**src/rtl/dmem_pkg.sv**
```systemverilog
// Shared definitions for the data-memory arbiter: FSM encoding, port indices, default widths.
package dmem_pkg;

  localparam int unsigned DEFAULT_ADDR_W = 12;
  localparam int unsigned DEFAULT_DATA_W = 32;

  localparam logic PORT_CPU = 1'b0;
  localparam logic PORT_AUX = 1'b1;

  typedef enum logic [1:0] {
    ST_IDLE = 2'd0,
    ST_OWN0 = 2'd1,
    ST_OWN1 = 2'd2
  } arb_state_e;

endpackage

```
**src/rtl/rr_pick2.sv**
```systemverilog
// Combinational two-way round-robin selector; mask restricts which ports may win.
module rr_pick2
  import dmem_pkg::*;
(
  input  logic [1:0] req,
  input  logic       last,
  input  logic [1:0] mask,
  output logic [1:0] gnt_c
);

  logic [1:0] elig;

  always_comb begin
    elig  = req & mask;
    gnt_c = 2'b00;
    // contended: the port that did not win last time goes first
    if (elig == 2'b11) begin
      gnt_c = (last == PORT_AUX) ? 2'b01 : 2'b10;
    end else begin
      gnt_c = elig;
    end
  end

endmodule

```
**src/rtl/dmem_arbiter.sv**
```systemverilog
// Round-robin arbiter with burst locking that shares the single-port dmem between
// the CPU load/store port (port 0) and an auxiliary requester (port 1).
module dmem_arbiter
  import dmem_pkg::*;
#(
  parameter int unsigned ADDR_W   = DEFAULT_ADDR_W,
  parameter int unsigned DATA_W   = DEFAULT_DATA_W,
  parameter int unsigned LOCK_MAX = 16
) (
  input  logic              clock,
  input  logic              reset,
  input  logic              p0_req,
  input  logic              p0_we,
  input  logic              p0_lock,
  input  logic [ADDR_W-1:0] p0_addr,
  input  logic [DATA_W-1:0] p0_wdata,
  input  logic              p1_req,
  input  logic              p1_we,
  input  logic              p1_lock,
  input  logic [ADDR_W-1:0] p1_addr,
  input  logic [DATA_W-1:0] p1_wdata,
  output logic              p0_gnt,
  output logic              p1_gnt,
  output logic              p0_rvalid,
  output logic              p1_rvalid,
  output logic [DATA_W-1:0] rdata,
  output logic [ADDR_W-1:0] mem_addr,
  output logic              mem_wren,
  output logic [DATA_W-1:0] mem_wdata,
  input  logic [DATA_W-1:0] mem_rdata
);

  localparam int unsigned CNT_W = $clog2(LOCK_MAX + 1);

  arb_state_e       state_q, state_d;
  logic             last_q, last_d;
  logic [CNT_W-1:0] cnt_q, cnt_d;
  logic             rd_vld_q, rd_tag_q;
  logic [1:0]       mask, pick, gnt;
  logic             gnt_any, sel, sel_lock;

  // only the owner is eligible while the bus is locked
  always_comb begin
    mask = 2'b11;
    unique case (state_q)
      ST_OWN0: mask = 2'b01;
      ST_OWN1: mask = 2'b10;
      default: mask = 2'b11;
    endcase
  end

  rr_pick2 u_pick (
    .req   ({p1_req, p0_req}),
    .last  (last_q),
    .mask  (mask),
    .gnt_c (pick)
  );

  assign gnt      = reset ? pick : 2'b00;
  assign gnt_any  = |gnt;
  assign sel      = gnt[1];
  assign sel_lock = sel ? p1_lock : p0_lock;

  assign p0_gnt    = gnt[0];
  assign p1_gnt    = gnt[1];
  assign mem_addr  = reset ? (sel ? p1_addr : p0_addr) : '0;
  assign mem_wdata = reset ? (sel ? p1_wdata : p0_wdata) : '0;
  assign mem_wren  = (gnt[0] & p0_we) | (gnt[1] & p1_we);
  assign rdata     = mem_rdata;
  assign p0_rvalid = rd_vld_q & (rd_tag_q == PORT_CPU);
  assign p1_rvalid = rd_vld_q & (rd_tag_q == PORT_AUX);

  // next-state: ownership entry, burst counting and forced release at LOCK_MAX
  always_comb begin
    state_d = state_q;
    last_d  = last_q;
    cnt_d   = cnt_q;
    if (gnt_any) begin
      last_d = sel;
    end
    unique case (state_q)
      ST_IDLE: begin
        if (gnt_any && sel_lock && (LOCK_MAX > 1)) begin
          state_d = sel ? ST_OWN1 : ST_OWN0;
          cnt_d   = CNT_W'(1);
        end
      end
      ST_OWN0, ST_OWN1: begin
        if (!gnt_any || !sel_lock || ((32'(cnt_q) + 32'd1) >= LOCK_MAX)) begin
          state_d = ST_IDLE;
        end else begin
          cnt_d = cnt_q + CNT_W'(1);
        end
      end
      default: state_d = ST_IDLE;
    endcase
  end

  always_ff @(posedge clock or negedge reset) begin
    if (!reset) begin
      state_q  <= ST_IDLE;
      last_q   <= PORT_AUX;
      cnt_q    <= '0;
      rd_vld_q <= 1'b0;
      rd_tag_q <= PORT_CPU;
    end else begin
      state_q  <= state_d;
      last_q   <= last_d;
      cnt_q    <= cnt_d;
      rd_vld_q <= gnt_any & ~(sel ? p1_we : p0_we);
      rd_tag_q <= sel;
    end
  end

endmodule

```
**config.mk**
```make
export PLATFORM = sky130hd
export DESIGN_NAME = dmem_arbiter
export DESIGN_NICKNAME = d
export VERILOG_FILES = /design/src/rtl/dmem_pkg.sv /design/src/rtl/rr_pick2.sv /design/src/rtl/dmem_arbiter.sv
export SDC_FILE = /design/constraint.sdc
export NUM_CORES = 1
export LEC_CHECK = 0
export BUFFER_PORTS_ARGS = -buffer_cell sky130_fd_sc_hd__buf_4
export CORE_MARGIN = 10
export CORE_UTILIZATION = 31
export DETAILED_ROUTE_END_ITERATION = 16
export GPL_ROUTABILITY_DRIVEN = 0
export PLACE_DENSITY = 0.87
export SYNTH_ARGS = -nofsm -noshare
export SYNTH_HDL_FRONTEND = slang
export SYNTH_SLANG_ARGS = --single-unit
```
**constraint.sdc**
```tcl
create_clock -name clock -period 2.25 [get_ports clock]
set_input_delay 0.225 -clock clock [delete_from_list [all_inputs] [get_ports clock]]
set_output_delay 0.225 -clock clock [all_outputs]
set_load 0.05 [all_outputs]
```
==> impl_results.md <==
* Max-slew violations at 0
* Horiz. Die Dim at 89.7 um
* Die outline height at 89.7 um
* Critical Path, Cell by Cell: inv_1, ha_1, nor2b_2, a21oi_4, buf_4, clkbuf_16, o21ai_1, buf_6
* WL per Instance at 18.5 um
* Switching share of power at 0.513
* Via count at 2112
* Total die area at 8050 sq um
* Vias in the first global route at 1907
* H-tree depth at 1
* Largest net degree at the start of global routing at 55
* CP Capture Type: output pin
* IO buf count at 144
* Clk_lat worst skew at 0.24 ns
* R2R Setup Slk at 0.39 ns
* Ratio of cells with drive above 1 in the final layout at 0.506
* Critical Path RT at 2.03 ns
* First-pass GRT wire length at 10.5 mm
* Slowest stage cell, crit path: dfrtp_1
* Syn_area_per_cell at 6.12 sq um
* CP Buf/Inv Count at 4
* Routed length on met1 at 2.91 mm
* Clock skew at 0.00465 ns
* Cts bufs inserted at 3
* Least-Margin Pin Slew at 0.582 ns
* Worst r2r src: cnt_q[0]
* Initial Util at 0.319
* DRT Pass-1 Iters at 4
* Prevailing post-synth register cell: dfrtp_1
* Fmax at 457 MHz
* Number of distinct library cells after synthesis at 38
* Gate power share at 0.734
* WP data arrival at 1.96 ns
* Type of origin of the critical path: register
* Global-route usage over all layers at 0.156
* FF-to-FF path depth at 6
* Residual DRC at 0
* CTS root buf: clkbuf_8
* Fraction of registers with async set/reset at 1.00
* Final nets at 493
* Reg2reg end: cnt_q[3]
* Core box area at 4720 sq um
* Post-synthesis cell count at 246
* Clk sink count at 10
* Area grow syn2layout at 85.6%
* Initial antenna violation count at 0
* Via-per-instance ratio at 4.95
* Post-synth EDFFs at 0
* Status: complete, no violations
* Rows at 25
* Setup Viol. Count Final at 0
* Switching power at 0.00105 W
* CP Max Fanout at 26
* Slowest Stage Delay on Critical Path at 0.37 ns
* Hold WC Path Type: input port to async pin
* CTS Hold Bufs at 0
* Tmin final at 2.19 ns
* CTS tree: done
* Antenna-violating nets left at 0
* Antenna fix cells at 0
* RSZ-0062 raised after global routing: true
* Met3 wire length at 571 um
* I/O pin count at 209
* Clock power frac at 0.112
* Total Wirelength at 7.92 mm
* Max clock buf depth at 2
* Leakage power at 1.40 nW
* Cell area after synthesis at 1510 sq um
* Total global routing overflow at 0
* Syn Nets at 378
* Max-cap violations at 0
* Final Hold Vio Count at 0
* Sequential power share at 0.153
* Fin crit share at 0.972
* Crit Path Class: register to output pin
* Power Dens Cells at 732 nW/um^2
* Worst rel slew slack at 0.612
* Initial DRC Count at 73
* CTS clk-pin slew, worst paths at 0.05 ns
* Yosys reg bits at 10
* Internal power at 0.000997 W
* Post-DP HPWL at 5.84 mm
* CP delay by family, top: buffers and inverters
* Yosys warnings at 0
* Max Used Layer: met4
* Total power at 0.00205 W
* Met2 wire len at 4.29 mm
* Sequential fraction of the synthesis area at 0.167
* Worst IR Drop VDD at 0.501 mV
* Hold Slack at 0.120 ns
-- state kept, by name (all words and copies together), names as in the netlist --
name,cells
rd_vld_q,1
last_q,1
state_q,2
cnt_q,5
rd_tag_q,1
-- how the worst max path moves through the flow --
stage | slack, ns | end | startpoint | depth (start not counted)
after floorplan | -0.21 | mem_wdata[26] | state_q[0] | 7
after global placement | 0.32 | mem_wdata[31] | state_q[1] | 8
after detailed placement | 0.27 | mem_wdata[2] | state_q[1] | 8
after CTS | 0.01 | mem_wdata[2] | state_q[1] | 8
after global routing | -0.04 | mem_wdata[1] | state_q[0] | 8
final | 0.06 | mem_wdata[2] | state_q[0] | 8
-- cell type report --
cell class / instances / area [sq um]
clock buffer: 4 / 55.1
fill: 449 / 1930
inverter: 6 / 22.5
multi-input combinational: 182 / 971
sequential: 10 / 251
tap: 67 / 83.8
timing repair buffer: 158 / 1410
-- layout by cell type (no fill, tap or decap), types with 2 or more instances in the layout --
cell / count
clkbuf_16: 5
nor3_1: 2
buf_6: 27
o21ai_2: 11
clkbuf_8: 4
nand3_1: 3
nor2b_1: 2
nor2_1: 4
buf_4: 123
nand2_1: 93
ha_1: 3
buf_12: 3
inv_1: 5
o21ai_0: 4
o2bb2ai_1: 2
o21ai_1: 32
dfrtp_1: 9
nand3b_1: 3
-- cell usage after synthesis, types with 2 or more instances --
library cell / n / area [sq um]
inv_1: 6 / 22.5
buf_4: 33 / 248
clkbuf_1: 13 / 48.8
nor2_1: 4 / 15.0
nor3_1: 2 / 10.0
nand2_1: 93 / 349
o21ai_0: 47 / 235
o2bb2ai_1: 2 / 17.5
dfrtp_1: 9 / 225
nand3b_1: 3 / 22.5
ha_1: 4 / 50.1
nor2b_1: 2 / 12.5
nand3_1: 3 / 15.0
-- stage by stage --
step / cell area, sq um / setup slack [ns] / std cells / setup TNS, ns / utilization
CTS: 2480 / 0.0132 / 417 / 0 / 0.524
detailed placement: 2420 / 0.274 / 413 / 0 / 0.513
finish: 2800 / 0.0636 / 427 / 0 / 0.592
global route: 2800 / -0.0397 / 427 / -0.384 / 0.592
floorplan: 1510 / -0.215 / 246 / -3.61 / -
global placement: 2420 / 0.320 / 413 / 0 / 0.513
-- power by group through the flow --
stage                     clock [W]  sequential, W  combinational [W]
after floorplan                   0       0.000294            0.00102
after global placement            0       0.000309            0.00128
after detailed placement          0       0.000315            0.00130
after CTS                  0.000234       0.000312            0.00130
after global routing       0.000246       0.000326            0.00161
final                      0.000230       0.000314            0.00150
-- repair_timing --
| item | CTS | global route |
|---|---|---|
| setup endpoints to repair | 0 | 45 |
| gates resized for setup | 0 | 57 |
| setup buffers | 0 | 3 |
-- routing by layer --
metal,GRT usage,up-vias
li1,-,1018
met1,0.145,972
met2,0.312,109
met3,0.0540,13
met4,0.0350,0
met5,0,-
-- kinds of logic after synthesis --
family,count (synthesis),share of synthesized area
fa+ha+maj,4,0.0332
flops,10,0.167
buf+inv,54,0.223
mux,1,0.00664
simple gates,113,0.309
compound gates,64,0.262
-- worst register-to-register path, cell delays in order (launching register included) --
cell and delay (ns):
dfrtp_1 0.42, ha_1 0.28, a31oi_1 0.19, a41o_2 0.19, nand2_2 0.11, a21o_1 0.22, a221o_1 0.34
Note: power is estimated with default switching activity, not from simulation.
